[config.mk]
export PLATFORM = sky130hd
export DESIGN_NAME = cdb_arbiter
export DESIGN_NICKNAME = d
export VERILOG_FILES = /design/src/rtl/cdb_arbiter.sv
export SDC_FILE = /design/constraint.sdc
export NUM_CORES = 1
export LEC_CHECK = 0
export CORE_ASPECT_RATIO = 1.5
export CORE_MARGIN = 2
export CORE_UTILIZATION = 45
export DETAILED_ROUTE_END_ITERATION = 6
export SLEW_MARGIN = 0
export SYNTH_ARGS = -nofsm -noshare
export SYNTH_HDL_FRONTEND = slang
export SYNTH_SLANG_ARGS = --single-unit
[constraint.sdc]
create_clock -name clock -period 16.4 [get_ports clock]
set_input_delay 3.28 -clock clock [delete_from_list [all_inputs] [get_ports clock]]
set_output_delay 3.28 -clock clock [all_outputs]
set_load 0.02 [all_outputs]
[src/rtl/cdb_arbiter.sv]
// rtl/cdb_arbiter.sv - per-FU completion queues with round-robin CDB arbitration and squash filtering
module cdb_arbiter #(
  parameter int NUM_FU      = 4,
  parameter int QDEPTH      = 2,
  parameter int XLEN        = 32,
  parameter int TAG_W       = 4,
  parameter int ROB_ENTRIES = 9
) (
  input  logic                      clock,
  input  logic                      reset,
  input  logic [NUM_FU-1:0]         fu_valid,
  input  logic [NUM_FU*TAG_W-1:0]   fu_tag,
  input  logic [NUM_FU*XLEN-1:0]    fu_value,
  output logic [NUM_FU-1:0]         fu_ready,
  input  logic [TAG_W-1:0]          rob_head_tag,
  input  logic                      squash_valid,
  input  logic [TAG_W-1:0]          squash_tag,
  output logic                      cdb_valid,
  output logic [TAG_W-1:0]          cdb_tag,
  output logic [XLEN-1:0]           cdb_value
);

  localparam int PW = (NUM_FU > 1) ? $clog2(NUM_FU) : 1;
  localparam int CW = $clog2(QDEPTH + 1);
  localparam int AW = TAG_W + 2;
  localparam logic [CW-1:0] QD_C  = CW'(QDEPTH);
  localparam logic [AW-1:0] ROB_C = AW'(ROB_ENTRIES);
  localparam logic [PW:0]   NFU_C = (PW + 1)'(NUM_FU);

  // Queue storage: slot 0 is always the head, survivors are kept packed toward it.
  logic [TAG_W-1:0] q_tag [NUM_FU][QDEPTH];
  logic [XLEN-1:0]  q_val [NUM_FU][QDEPTH];
  logic [CW-1:0]    q_cnt [NUM_FU];
  logic [PW-1:0]    rr_ptr;

  logic [TAG_W-1:0] n_tag [NUM_FU][QDEPTH];
  logic [XLEN-1:0]  n_val [NUM_FU][QDEPTH];
  logic [CW-1:0]    n_cnt [NUM_FU];
  logic [PW-1:0]    n_rr;
  logic             n_cdb_valid;
  logic [TAG_W-1:0] n_cdb_tag;
  logic [XLEN-1:0]  n_cdb_value;

  logic             win_found;
  logic [PW-1:0]    win_idx;
  logic [PW:0]      scan;
  logic [CW-1:0]    fill;
  logic             keep;
  logic             push;
  logic [AW-1:0]    squash_age;

  // Distance of a tag from the ROB head, modulo the ROB size (tags are 1-based).
  function automatic logic [AW-1:0] age(input logic [TAG_W-1:0] t, input logic [TAG_W-1:0] h);
    logic [AW-1:0] d;
    d = AW'(t) + ROB_C - AW'(h);
    if (d >= ROB_C) d = d - ROB_C;
    return d;
  endfunction

  function automatic logic younger(input logic [TAG_W-1:0] t, input logic sq,
                                   input logic [AW-1:0] sa, input logic [TAG_W-1:0] h);
    return sq && (age(t, h) > sa);
  endfunction

  assign squash_age = age(squash_tag, rob_head_tag);

  // Space flag comes straight from the registered count, independent of this cycle's grant.
  always_comb begin
    fu_ready = '0;
    for (int i = 0; i < NUM_FU; i++) fu_ready[i] = (q_cnt[i] < QD_C);
  end

  // Pick a winner, then rebuild every queue: drop popped/squashed entries, compact, append.
  always_comb begin
    win_found   = 1'b0;
    win_idx     = '0;
    scan        = '0;
    fill        = '0;
    keep        = 1'b0;
    push        = 1'b0;
    n_tag       = q_tag;
    n_val       = q_val;
    n_cnt       = q_cnt;
    n_rr        = rr_ptr;
    n_cdb_valid = 1'b0;
    n_cdb_tag   = '0;
    n_cdb_value = '0;

    for (int k = 0; k < NUM_FU; k++) begin
      scan = {1'b0, rr_ptr} + (PW + 1)'(k);
      if (scan >= NFU_C) scan = scan - NFU_C;
      if (!win_found && (q_cnt[scan[PW-1:0]] != '0) &&
          !younger(q_tag[scan[PW-1:0]][0], squash_valid, squash_age, rob_head_tag)) begin
        win_found = 1'b1;
        win_idx   = scan[PW-1:0];
      end
    end

    if (win_found) begin
      n_cdb_valid = 1'b1;
      n_cdb_tag   = q_tag[win_idx][0];
      n_cdb_value = q_val[win_idx][0];
      scan = {1'b0, win_idx} + (PW + 1)'(1);
      if (scan >= NFU_C) scan = scan - NFU_C;
      n_rr = scan[PW-1:0];
    end

    for (int i = 0; i < NUM_FU; i++) begin
      fill = '0;
      for (int j = 0; j < QDEPTH; j++) begin
        keep = (CW'(j) < q_cnt[i]) &&
               !younger(q_tag[i][j], squash_valid, squash_age, rob_head_tag) &&
               !(win_found && (win_idx == PW'(i)) && (j == 0));
        if (keep) begin
          for (int d = 0; d < QDEPTH; d++) begin
            if (CW'(d) == fill) begin
              n_tag[i][d] = q_tag[i][j];
              n_val[i][d] = q_val[i][j];
            end
          end
          fill = fill + CW'(1);
        end
      end
      push = fu_valid[i] && fu_ready[i] && (fu_tag[i*TAG_W +: TAG_W] != '0) &&
             !younger(fu_tag[i*TAG_W +: TAG_W], squash_valid, squash_age, rob_head_tag);
      if (push) begin
        for (int d = 0; d < QDEPTH; d++) begin
          if (CW'(d) == fill) begin
            n_tag[i][d] = fu_tag[i*TAG_W +: TAG_W];
            n_val[i][d] = fu_value[i*XLEN +: XLEN];
          end
        end
        fill = fill + CW'(1);
      end
      n_cnt[i] = fill;
    end
  end

  // Control state and CDB output register; reset empties every queue.
  always_ff @(posedge clock) begin
    if (reset) begin
      for (int i = 0; i < NUM_FU; i++) q_cnt[i] <= '0;
      rr_ptr    <= '0;
      cdb_valid <= 1'b0;
      cdb_tag   <= '0;
      cdb_value <= '0;
    end else begin
      q_cnt     <= n_cnt;
      rr_ptr    <= n_rr;
      cdb_valid <= n_cdb_valid;
      cdb_tag   <= n_cdb_tag;
      cdb_value <= n_cdb_value;
    end
  end

  // Payload slots need no reset; the counts decide what is live.
  always_ff @(posedge clock) begin
    q_tag <= n_tag;
    q_val <= n_val;
  end

endmodule

[After elaboration in Yosys (flattened, before gate mapping)]
Index checks and enable logic that the tools add are counted.
Storage, ports and cells
  register bits: 335
  latch bits: 0
  memory bits (writable): 0
  ROM bits: 0
  input bits: 159
  memories kept: 0
Cells by class
  $add $sub $neg: 68
  multipliers: 0
  div/mod/pow operators: 0
  order comparisons: 55
  equality and inequality tests: 7
  shifts and indexed selects: 0
  mux-type cells: 113
  bitwise operators: 6
  reductions and logical operators: 92
Operator list (number)
  $mux 64: 10
  $mux 32: 12
  $mux 8: 18
  $bmux 64 s2: 1
  $ge 6x4->1 const B: 17
  $mux 6: 17
  $sub 5x4->6: 17
  $sub 6x4->6 const B: 17
  $gt 6x6->1: 16
  $add 4x4->5 const B: 17
  $bmux 8 s2: 5
  $logic_and 1x1->1: 51
  $mux 2: 25
  $mux 4: 12
  $ge 3x3->1 const B: 9
  $logic_not 1->1: 23
  $logic_not 2->1: 9
  $add 2x1->2 const B: 8
  $bmux 2 s2: 4
  $lt 1x2->1 const A: 8
  $reduce_bool 4->1: 4
  $not 2->3: 5
  $sub 2x1->2 const B: 5
  $mux 1: 9
  10 further kinds: 22

[Logic depth before layout (Yosys ltp)]
Gate-level depths: netlist (run 1).
  depth after elaboration: 37
  mapped depth: 38
  gate-level depth less buffers: 29

[Least setup slack after synthesis (run 1)]
Ideal clock, no wire load.
  kind: input to register
  start: in rob_head_tag[2]
  end: reg q_tag[0] (netlist bit), enable pin
  setup time: 0.397 ns
  data arrival time: 9.900 ns
  required time: 16.003 ns
  setup slack: 6.104 ns
  stages on the path: 26
  path buffers: 3
  cells stage by stage: inv_1 -> ha_1 -> ha_1 -> a21o_1 -> a21oi_1 -> xnor2_1 -> a21oi_1 -> nor2_1 -> o21ai_0 -> ha_1 -> nand3_1 -> o21bai_1 -> a211oi_1 -> o211ai_1 -> a211o_1 -> buf_4 -> o21ai_2 -> buf_4 -> buf_6 -> ha_1 -> o21ai_0 -> and2_1 -> o21ai_0 -> inv_1 -> ha_1 -> and2_1
Between the ends
  cells in the longest elaborated chain, start to end: 30
Ends and longest elaborated chain
  from (decl): line 15  | input logic [TAG_W-1:0] rob_head_tag,
  $sub 5x4->6: line 55  | d = AW'(t) + ROB_C - AW'(h);
  $sub 6x4->6 or $ge 6x4->1 (tied branches): line 56  | if (d >= ROB_C) d = d - ROB_C;
  $mux 6: line 56
  $gt 6x6->1: line 62  | return sq && (age(t, h) > sa);
  $logic_and 1x1->1: line 62
  $logic_not 1->1: line 93  | !younger(q_tag[scan[PW-1:0]][0], squash_valid, squash_age, rob_head_tag)) begin
  $logic_and 1x1->1: line 92  | if (!win_found && (q_cnt[scan[PW-1:0]] != '0) &&
  $mux 1: line 92
  [... 14 more ...]
  $logic_not 1->1: line 113  | !(win_found && (win_idx == PW'(i)) && (j == 0));
  $logic_and 1x1->1: line 112  | !younger(q_tag[i][j], squash_valid, squash_age, rob_head_tag) &&
  $mux 1: line 114  | if (keep) begin
  $add 2x1->2: line 121  | fill = fill + CW'(1);
  $mux 2: line 114
  $eq 1x2->1: line 128  | if (CW'(d) == fill) begin
  $mux 4: line 128
  $mux 8 *: line 126  | if (push) begin
  to (signal assigned): line 158  | q_tag <= n_tag;
  to (decl): line 31  | logic [TAG_W-1:0] q_tag [NUM_FU][QDEPTH];
Every way passes the cells marked *; elsewhere a longest branch is shown, timed or not.
A chain may end at the register's enable or synchronous reset.

==> results of run 1 <==
-- critical path: cells and delay by family --
family	cells	cell delay [ns]
AO/OA/AOI/OAI	9	1.91
adder cells (fa/ha/maj)	6	1.72
buffers and inverters	7	2.16
multiplexers	1	0.42
AND/OR/NAND/NOR	6	1.87
-- metal layers --
metal	track usage	vias to the layer above	share of wire
met3	0.0278	99	0.043
li1	-	8781	-
met1	0.273	8663	0.39
met4	0.0843	6	0.035
met2	0.480	471	0.54
met5	0	-	0.00054
-- sequential cells by signal, summed over array words and instances, names as in the netlist --
name       count
cdb_tag        4
cdb_valid      1
cdb_value     32
q_cnt          8
q_tag         32
q_val        256
rr_ptr         2
-- area by class of cell --
class | count | area [um^2] | area share
tap | 676 | 846 | 0.0313
multi-input combinational | 1730 | 14000 | 0.520
inverter | 186 | 698 | 0.0258
clock inverter | 13 | 139 | 0.00514
clock buffer | 43 | 882 | 0.0327
antenna | 2 | 5.00 | 0.000185
timing repair buffer | 233 | 2250 | 0.0832
sequential | 335 | 8150 | 0.302
-- final timing paths --
check,endpoint,startpoint,slack [ns]
worst max register to register,q_tag[30],rr_ptr[1],7.91
worst max-delay path,q_tag[30],rob_head_tag[1],5.44
worst min register to register,q_val[35],q_val[35],0.47
worst min-delay path,q_val[35],q_val[35],0.47
-- cell usage in the layout, fill, tap and decap left out, drive strengths merged, types with 13 or more instances in the layout --
cell,n
a211oi,13
a21o,33
a21oi,126
a2bb2oi,43
a31oi,21
and2,158
and3,39
buf,34
clkbuf,43
clkdlybuf4s50,199
dfxtp,191
edfxtp,144
fa,17
ha,265
inv,190
mux2,220
mux2i,52
mux4,17
nand2,193
nand2b,13
nand3,17
nor2,67
nor2b,37
nor3,42
o21a,26
o21ai,77
o22ai,46
o32ai,42
xnor2,65
xor2,22
-- per-stage QoR --
stage	instances	util	area, um^2
6_report	3218	0.527	27000
5_1_grt	3216	0.526	27000
4_1_cts	3216	0.526	27000
3_5_place_dp	3160	0.507	26000
3_3_place_gp	3160	0.507	26000
2_1_floorplan	2341	-	23200
-- cell families (layout without fill, tap and decap cells) --
family          after synthesis  count (layout)  share of synthesized area
compound gates              461             461                      0.131
flops                       335             335                      0.351
xor+xnor                     87              87                     0.0328
other cells                   0               2                          0
fa+ha+maj                   282             282                      0.157
simple gates                611             611                      0.135
buf+inv                     276             475                     0.0475
mux                         289             289                      0.145
==> results by stage, run 1 <==
Worst setup path:
- The slowest library cell on the worst path is sky130_fd_sc_hd__nand3_2.
- For the worst setup path, the data required time is 16.85 ns.
- The number of cells on the worst reg-to-reg path is 26.
- On the worst path, the slowest cell contributes a delay of 0.74 ns.
- The worst setup path is launched from an input pin.
- By startpoint and endpoint, the worst setup path is classified as input pin to register.
- The arrival time of the worst setup path is 11.41 ns.
- Counting stages on the worst path, the most repeated cell is sky130_fd_sc_hd__ha_1.
- Of all nets on the critical path, the largest fanout is 40.
- The kind of capture point of the worst setup path is a register.

Synth:
- The top cell type by total area after synthesis is sky130_fd_sc_hd__edfxtp_1.
- Counting every instance in the synthesized netlist gives 2341.
- Yosys instantiated no cell more often than sky130_fd_sc_hd__ha_1.
- The Yosys step of the flow raised 0 warnings.
- Of the post-synthesis cell area, the dominant cell type holds 0.186.
- For this run, the register share of the synthesized area comes to 0.351.
- The netlist area before placement is 23200 um^2.
- The post-synthesis net count is 2782.
- Sorting the synthesized cells by area gives the leading types as sky130_fd_sc_hd__edfxtp_1 19%, sky130_fd_sc_hd__dfxtp_1 16%, sky130_fd_sc_hd__ha_1 14%.
- The number of unique standard cell types used by synthesis is 61.
- By count the netlist is led by 265 x sky130_fd_sc_hd__ha_1, 195 x sky130_fd_sc_hd__mux2_2, 193 x sky130_fd_sc_hd__nand2_1, 191 x sky130_fd_sc_hd__dfxtp_1, 185 x sky130_fd_sc_hd__inv_1.
- The count of flip-flops with a built-in enable after synthesis is 144.
- The prevailing post-synth register cell is sky130_fd_sc_hd__dfxtp_1.
- The number of synthesized register bits is 335.
- The mean instance size in the synthesized netlist is 9.93 um^2.
- In the synthesized netlist the async set-or-reset flop fraction comes to 0.

Place:
- The congestion estimate from routability-driven global placement came to 0.905.
- Prior to clock tree synthesis, the placed netlist has a worst setup slack of 5.00 ns.
- The number of buffer cells added on primary ports is 199.
- The HPWL after detailed placement is 47.9 mm.

Clocking:
- CTS saw 335 sinks.
- No sink is reached through more buffers than the 3 on the longest clock path.
- CTS built an H-tree with a depth of 1.
- After clock tree synthesis, the clock-pin slew on the worst setup and hold paths is 0.07 ns.
- The cell sitting at the root of the clock tree is a sky130_fd_sc_hd__clkbuf_16.
- The count of instances resized after the clock tree is built is 0.
- The number of hold buffers added after CTS is 0.
- The count of buffers added by post-CTS timing repair for setup is 0.
- The total clock buffers created by CTS is 30.
- Clock latency on the worst-skew pair, taken at its later pin, is 0.57 ns.
- TritonCTS built the clock tree.

STA:
- Setup repair after global routing left no endpoint under its margin.
- The upper clock frequency limit is 91.2 MHz.
- The minimum clock period after layout is 10.96 ns.
- The final hold violation count came to 0.
- The final worst-path cycle share is 0.669.
- For the final database, setup skew stands at 0.0193 ns.
- The measured slew at the worst slew-check pin is 1.11 ns.
- Across all hold checks on the routed design, the worst slack comes to 0.471 ns.
- In the final timing run, aggregate negative setup slack is 0 ns.
- The final max-slew violation count was 0.
- Setup violations remaining at the end of the flow were counted as 0.
- The worst pin sits at a relative slew slack of 0.260.
- In the post-route analysis, the smallest setup slack over all paths is 5.44 ns.

GRT:
- The global-route wire length before repair is 102 mm.
- The via count of the first global-routing pass came to 18080.
- The number of antenna violations at the first check in global routing is 5.
- The total congestion overflow is 0.
- The maximum number of pins on one net before global-route repair is 51.
- The total global routing track utilization is 0.246.

Cells and area:
- From synthesis to final layout, the design area changed by 16.2%.
- After the last flow step, the layout net total stands at 2957.
- The layout filler cell count is 4665.
- The fraction of layout cells with a size suffix above 1 is 0.128.

Die:
- The die extent in x is 190 um.
- The starting density of the core is 0.453.
- From bottom edge to top edge, the die measures 282 um.
- The die area is 53500 um^2.
- The number of standard-cell rows in the floorplan is 102.
- In this run the count of I/O pins placed on the die edge is 200.
- In this run the standard cell core region covers 51300 um^2.

Detailed routing:
- The number of remaining DRC errors is 0.
- After detailed routing, the average wire length per cell comes to 20.6 um.
- The first detailed-routing pass took 6 iterations.
- The total via count in the routed design is 18020.
- The final wirelength is 66.3 mm.
- The detail route stage leaves a number of antenna-violating nets equal to 0.
- The number of DRC markers after the initial detailed-route iteration is 1008.
- Dividing the detail-routed via count by the number of cells gives 5.60.

Job:
- Across the run, the number of max-cap violations was 0.

Hold path:
- The tightest min-delay check is of the register to register type.
- The worst hold path stage count is 2.

Status:
- The flow ran to the end, and the final reports show no timing, DRC or antenna violations.
Power of run 1 is not shown: default switching activity piles up to over one toggle a cycle in this logic, so the estimate is an artifact.
==> run 2, diff against run 1 <==
PLACE_DENSITY = 0.67   (was not set)
clock period = 9.4 ns   (was 16.4 ns; I/O delays follow)
==> run 2 against run 1 <==
  * Register-to-register slack got worse by 6.0 ns
  * Routed wire length increased by 1.7%
  * Clock-buffer cell count decreased by 1
==> results by stage, run 2 (same netlist as run 1, synthesis figures left out) <==
Status:
- Result of the run: complete, no violations (unchanged).

Detailed routing:
- The uppermost layer routed is met5 (unchanged).
- The total via count in the routed design is 18313 (was 18020).
- The number of remaining DRC errors is 0 (unchanged).
- The first-pass iteration count of the detailed router is 5 (was 6).
- The wire length on met3 was 2.92 mm (was 2.87 mm).
- The met1 layer wirelength in the final routing came to 25.0 mm (was 25.5 mm).
- The detailed-route wire length per cell is 20.9 um (was 20.6 um).
- The final wirelength is 67.4 mm (was 66.3 mm).
- The number of DRC markers after the initial detailed-route iteration is 1048 (was 1008).
- The via density per instance was 5.67 (was 5.60).
- The met2 wire length is 35.9 mm (was 35.5 mm).
- The number of antenna-violating nets in the routed design is 0 (unchanged).

Worst setup path:
- The kind of capture point of the worst setup path was a register (unchanged).
- The worst flop-to-flop path endpoint is q_val[225] (was q_tag[30]).
- The arrival time of the worst setup path came to 8.93 ns (was 11.41 ns).
- The required time reported for the critical path endpoint was 9.86 ns (was 16.85 ns).
- The start-to-end type of the worst setup path is input pin to register (unchanged).
- The startpoint type of the worst setup path is an input pin (unchanged).
- The start of the worst register-to-register path is rr_ptr[0] (was rr_ptr[1]).
- The worst-case register-to-register setup slack came to 1.88 ns (was 7.91 ns).
- The depth of the worst register-to-register path is 25 (was 26).
- The largest driver fanout on the critical path is 19 (was 40).

Cells and area:
- Leading cell types in the layout, fill and taps excluded: 265 x sky130_fd_sc_hd__ha_1, 199 x sky130_fd_sc_hd__clkdlybuf4s50_1, 195 x sky130_fd_sc_hd__mux2_2 (unchanged).
- The register with the most flip-flops is q_val (unchanged).
- The leading cell type in the layout, fill and taps excluded was sky130_fd_sc_hd__ha_1 (unchanged).
- The final instance area is 27100 um^2 (was 27000 um^2).
- The number of inserted diodes is 0 (was 2).
- The final cell count without fillers came to 3227 (was 3218).
- Biggest regs: q_val: 256 flops, cdb_value: 32 flops, q_tag: 32 flops (unchanged).
- The net total in the final layout is 2968 (was 2957).
- The layout-stage area growth over the synthesis result was 16.8% (was 16.2%).
- The fraction of layout cells with a size suffix above 1 is 0.131 (was 0.128).
- The area used by multi-input combinational logic is 14000 um^2 (about the same).
- The area taken by flip-flops and latches was 8150 um^2 (unchanged).
- The number of flip-flops under the largest register name is 256 (unchanged).
- The layout filler cell count is 4614 (was 4665).
- The core utilization of the finished layout is 0.529 (was 0.527).

GRT:
- The number of antenna violations at the first check in global routing was 1 (was 5).
- The maximum number of pins on one net before global-route repair is 55 (was 51).
- The via count of the first global-routing pass is 18666 (was 18080).
- The total congestion overflow is 0 (unchanged).
- The global-route wire length before repair is 104 mm (was 102 mm).
- The total global routing track utilization is 0.250 (was 0.246).

Place:
- The placed wire-length estimate is 49.7 mm (was 47.9 mm).
- The number of buffer cells added on primary ports is 199 (unchanged).
- The post-placement cell count came to 3171 (was 3160).
- The post-placement cell area is 26100 um^2 (was 26000 um^2).
- The routability-driven placement congestion ratio is 0.902 (was 0.905).

Die:
- The number of placed I/O pins came to 200 (unchanged).
- The height of the chip is 282 um (unchanged).
- The die extent in x is 190 um (unchanged).
- The core region area was 51300 um^2 (unchanged).
- The number of standard-cell rows in the floorplan was 102 (unchanged).
- The starting density of the core is 0.453 (unchanged).
- The die area is 53500 um^2 (unchanged).

Clocking:
- The number of hold buffers added after CTS was 0 (unchanged).
- The clock insertion delay at the later pin of the skew report is 0.58 ns (was 0.57 ns).
- The cell at the root of the clock tree is sky130_fd_sc_hd__clkbuf_16 (unchanged).
- The count of instances resized after the clock tree is built is 0 (unchanged).
- The CTS tree is done (unchanged).
- The clock transition time at the flip-flop clock pins of the worst setup and hold paths is 0.06 ns (was 0.07 ns).
- The sink count of the clock tree came to 335 (unchanged).
- The clock tree buffer depth is 3 (unchanged).
- The count of buffers added by post-CTS timing repair for setup came to 0 (unchanged).
- The number of levels in the clock H-tree came to 1 (unchanged).
- The total clock buffers created by CTS was 30 (unchanged).

STA:
- The total setup violations reported at the end of the flow is 0 (unchanged).
- After layout, the minimum clock period comes to 8.47 ns.
- The measured slew at the worst slew-check pin is 1.15 ns (was 1.11 ns).
- RSZ-0062 raised after global routing: no (unchanged).
- The final max-slew violation count is 0 (unchanged).
- The setup TNS after final layout is 0 ns (unchanged).
- The worst max-slew margin expressed relative to the limit is 0.232 (was 0.260).
- The maximum clock skew at final layout is 0.0230 ns (was 0.0193 ns).
- The final worst-path cycle share is 0.901.
- Based on the critical path, the design can be clocked at up to 118 MHz.
- The final hold violation count is 0 (unchanged).

Job:
- The max capacitance violation total is 0 (unchanged).

Hold path:
- The start point of the worst hold path is q_val[43] (was q_val[35]).
- The class of the tightest hold or removal check is register to register (unchanged).
- The sink of the worst hold path is q_val[43] (was q_val[35]).
- The worst hold path stage count is 2 (unchanged).
## run 2: cell types whose count changed in the layout (fill, tap and decap cells not counted), moves of 2 or more
| cell | change |
|---|---|
| sky130_fd_sc_hd__clkinv_4 | +2 |
| sky130_fd_sc_hd__clkbuf_1 | -2 |
| sky130_fd_sc_hd__buf_12 | +3 |
| sky130_fd_sc_hd__buf_4 | +8 |
| sky130_fd_sc_hd__clkbuf_8 | +2 |
| sky130_fd_sc_hd__clkinvlp_4 | +2 |
| sky130_fd_sc_hd__diode_2 | -2 |
## run 2: metal layers
metal,GRT usage,vias to the layer above
li1,-,8785
met1,0.265,8826
met2,0.483,551
met3,0.0288,149
met4,0.125,2
met5,0,-
## run 2: worst max-delay path by stage
stage                     from          to  slack [ns]  cells past startpoint
2_1_floorplan  rob_head_tag[2]    q_tag[0]        0.50                     26
3_3_place_gp   rob_head_tag[0]  q_val[126]        0.60                     25
3_5_place_dp   rob_head_tag[1]  q_val[224]        0.42                     28
4_1_cts        rob_head_tag[1]  q_val[241]        0.98                     28
5_1_grt        rob_head_tag[1]  q_val[225]        0.39                     28
6_report       rob_head_tag[1]  q_val[225]        0.93                     28
## run 2: per-stage QoR
stage	hold WS [ns]	worst slack, ns
4_1_cts	0.480	0.980
6_report	0.481	0.931
5_1_grt	0.502	0.391
3_3_place_gp	0.465	0.598
3_5_place_dp	0.470	0.418
2_1_floorplan	0.435	0.504
## run 2: final cells by class
cell class              instances  share of cell area
repair buffers                244              0.0872
flip-flops and latches        335               0.300
multi-input cells            1730               0.517
clock inverters                14             0.00627
well taps                     676              0.0312
clock buffers                  42              0.0323
inverters                     186              0.0257
## run 2: worst max-delay path: stages
cell and delay (ns):
sky130_fd_sc_hd__clkdlybuf4s50_1 0.54, sky130_fd_sc_hd__ha_1 0.34, sky130_fd_sc_hd__inv_1 0.04, sky130_fd_sc_hd__ha_1 0.21
sky130_fd_sc_hd__fa_1 0.47, sky130_fd_sc_hd__o21ai_0 0.19, sky130_fd_sc_hd__nand2_1 0.08, sky130_fd_sc_hd__a21oi_1 0.23
sky130_fd_sc_hd__nand2_1 0.19, sky130_fd_sc_hd__nand3_1 0.15, sky130_fd_sc_hd__o221ai_1 0.11, sky130_fd_sc_hd__buf_4 0.26
sky130_fd_sc_hd__ha_1 0.33, sky130_fd_sc_hd__nand3_1 0.11, sky130_fd_sc_hd__o21bai_1 0.20, sky130_fd_sc_hd__a211oi_1 0.63
sky130_fd_sc_hd__o211ai_1 0.28, sky130_fd_sc_hd__a2bb2oi_1 0.19, sky130_fd_sc_hd__o21ai_0 0.40, sky130_fd_sc_hd__inv_1 0.13
sky130_fd_sc_hd__ha_1 0.20, sky130_fd_sc_hd__o21ai_1 0.18, sky130_fd_sc_hd__and2_0 0.17, sky130_fd_sc_hd__o21ai_0 0.15
sky130_fd_sc_hd__ha_1 0.24, sky130_fd_sc_hd__nand3_2 0.40, sky130_fd_sc_hd__buf_12 0.24, sky130_fd_sc_hd__mux2_2 0.34
Power of run 2 is left out for the same reason.
==> run 3, diff against run 2 <==
CTS_CLUSTER_SIZE = 20   (was not set)
SLEW_MARGIN = 20   (was 0)
==> run 3 against run 2 <==
  * Global-route usage unchanged
  * Worst hold slack did not move
  * Core utilization about the same
  * First-iteration DRC count did not move
  * Sequential cell count is the same
  * Design area about the same
  * Routed wire length about the same
  * Sequential share of layout area is essentially flat
  * Final cell count stayed put
  * Highest routed layer unchanged
==> results by stage, run 3 (same netlist as run 1, synthesis figures left out) <==
STA:
- The final worst-path cycle share is 0.901 (unchanged).
- The worst setup slack after layout is 0.931 ns (unchanged).
- The final hold violation count came to 0 (unchanged).
- The measured slew at the worst slew-check pin is 0.959 ns (was 1.15 ns).
- The setup TNS after final layout is 0 ns (unchanged).
- The final max-slew violation count is 0 (unchanged).
- The maximum clock skew at final layout was 0.0230 ns (unchanged).
- The minimum clock period after layout was 8.47 ns (unchanged).
- The worst max-slew margin expressed relative to the limit is 0.359 (was 0.232).
- The total setup violations reported at the end of the flow was 0 (unchanged).
- The upper clock frequency limit came to 118 MHz (unchanged).
- RSZ-0062 raised after global routing: no (unchanged).

Detailed routing:
- The via density per instance is 5.67 (unchanged).
- The number of antenna-violating nets in the routed design came to 0 (unchanged).
- The total via count in the routed design is 18313 (unchanged).
- The number of remaining DRC errors came to 0 (unchanged).
- The first-pass iteration count of the detailed router is 5 (unchanged).
- The final wirelength was 67.4 mm (about the same).
- The detailed-route wire length per cell was 20.9 um (about the same).
- The number of DRC markers after the initial detailed-route iteration is 1048 (unchanged).

Worst setup path:
- The largest driver fanout on the critical path is 19 (unchanged).
- The delay of the slowest cell on the worst path is 0.63 ns (about the same).
- The worst flop-to-flop path endpoint is q_val[225] (unchanged).
- The depth of the worst register-to-register path is 25 (unchanged).
- The required time reported for the critical path endpoint is 9.86 ns (about the same).
- The most prevalent standard cell on the critical path is sky130_fd_sc_hd__ha_1 (unchanged).
- The kind of capture point of the worst setup path is a register (unchanged).
- The startpoint of the most critical setup path is rob_head_tag[1] (unchanged).
- The worst-case register-to-register setup slack came to 1.88 ns (about the same).
- The slowest library cell on the worst path is sky130_fd_sc_hd__a211oi_1 (unchanged).
- The arrival time of the worst setup path is 8.93 ns (about the same).
- The critical path capture point is q_val[225] (unchanged).
- The startpoint type of the worst setup path is an input pin (unchanged).
- The start-to-end type of the worst setup path is input pin to register (unchanged).
- The start of the worst register-to-register path is rr_ptr[0] (unchanged).

Place:
- The placed wire-length estimate is 49.7 mm (unchanged).
- The routability-driven placement congestion ratio is 0.902 (unchanged).
- The number of buffer cells added on primary ports is 199 (unchanged).
- The post-placement setup slack was 0.418 ns (unchanged).

Die:
- The die area is 53500 um^2 (unchanged).
- The number of placed I/O pins is 200 (unchanged).
- The die extent in x was 190 um (unchanged).
- The number of standard-cell rows in the floorplan is 102 (unchanged).
- The starting density of the core came to 0.453 (unchanged).
- The core region area is 51300 um^2 (unchanged).
- The height of the chip is 282 um (unchanged).

Cells and area:
- Biggest regs: q_val: 256 flops, cdb_value: 32 flops, q_tag: 32 flops (unchanged).
- The fraction of layout cells with a size suffix above 1 came to 0.131 (about the same).
- Leading cell types in the layout, fill and taps excluded: 265 x sky130_fd_sc_hd__ha_1, 199 x sky130_fd_sc_hd__clkdlybuf4s50_1, 195 x sky130_fd_sc_hd__mux2_2 (unchanged).
- The layout-stage area growth over the synthesis result was 16.8% (about the same).
- The number of flip-flops under the largest register name is 256 (unchanged).
- The number of inserted diodes is 0 (unchanged).
- The leading cell type in the layout, fill and taps excluded is sky130_fd_sc_hd__ha_1 (unchanged).
- The register with the most flip-flops is q_val (unchanged).
- The net total in the final layout came to 2968 (unchanged).

Status:
- Result of the run: complete, no violations (unchanged).

GRT:
- The number of antenna violations at the first check in global routing is 1 (unchanged).
- The global-route wire length before repair is 104 mm (unchanged).
- The total congestion overflow was 0 (unchanged).
- The total global routing track utilization is 0.250 (unchanged).
- The maximum number of pins on one net before global-route repair is 55 (unchanged).
- The via count of the first global-routing pass is 18666 (unchanged).

Clocking:
- The clock tree buffer depth came to 3 (unchanged).
- The number of hold buffers added after CTS is 0 (unchanged).
- The count of buffers added by post-CTS timing repair for setup was 0 (unchanged).
- The total clock buffers created by CTS is 30 (unchanged).
- The clock insertion delay at the later pin of the skew report is 0.58 ns (about the same).
- The number of levels in the clock H-tree is 1 (unchanged).
- The clock transition time at the flip-flop clock pins of the worst setup and hold paths is 0.06 ns (about the same).
- The count of instances resized after the clock tree is built is 0 (unchanged).
- The CTS tree is done (unchanged).
- The sink count of the clock tree came to 335 (unchanged).
- The cell at the root of the clock tree is sky130_fd_sc_hd__clkbuf_16 (unchanged).

Job:
- The max capacitance violation total is 0 (unchanged).

Hold path:
- The class of the tightest hold or removal check is register to register (unchanged).
- The worst hold path stage count is 2 (unchanged).
[run 3: cell types whose count changed in the layout (fill, tap and decap cells not counted)]
cell	before	now
sky130_fd_sc_hd__nand2_1	193	192
sky130_fd_sc_hd__nand2_2	0	1
[run 3: worst min path at each step]
stage | endpoint | from | slack, ns
2_1_floorplan | q_val[32] | q_val[32] | 0.43
3_3_place_gp | q_val[43] | q_val[43] | 0.46
3_5_place_dp | q_val[43] | q_val[43] | 0.47
4_1_cts | q_val[43] | q_val[43] | 0.48
5_1_grt | q_val[46] | q_val[46] | 0.50
6_report | q_val[43] | q_val[43] | 0.48
[run 3: metal layers]
layer | up-vias | wire (um) | GRT usage
met2 | 551 | 35900 | 0.483
met3 | 149 | 2920 | 0.0288
li1 | 8785 | - | -
met1 | 8826 | 25000 | 0.265
met4 | 2 | 3590 | 0.125
met5 | - | 13 | 0
[run 3: worst max-delay path: cells and delay by family]
family	cells	cell delay [ns]
AND/OR/NAND/NOR	6	1.10
AO/OA/AOI/OAI	10	2.56
buffers and inverters	5	1.21
adder cells (fa/ha/maj)	6	1.79
multiplexers	1	0.34
[run 3: final cells by class]
class                      instances  area (um^2)
fill                            4615        24200
multi-input combinational       1730        14000
sequential                       335         8150
timing repair buffer             244         2370
clock buffer                      42          877
tap                              676          846
inverter                         186          698
clock inverter                    14          170
[run 3: stage by stage]
step / hold slack, ns / cell area (um^2) / cells / util
detailed placement: 0.470 / 26100 / 3171 / 0.508
global route: 0.502 / 27100 / 3227 / 0.529
floorplan: 0.435 / 23200 / 2341 / -
global placement: 0.465 / 26100 / 3171 / 0.508
CTS: 0.480 / 27100 / 3227 / 0.529
finish: 0.481 / 27100 / 3227 / 0.529
Power of run 3 is left out for the same reason.
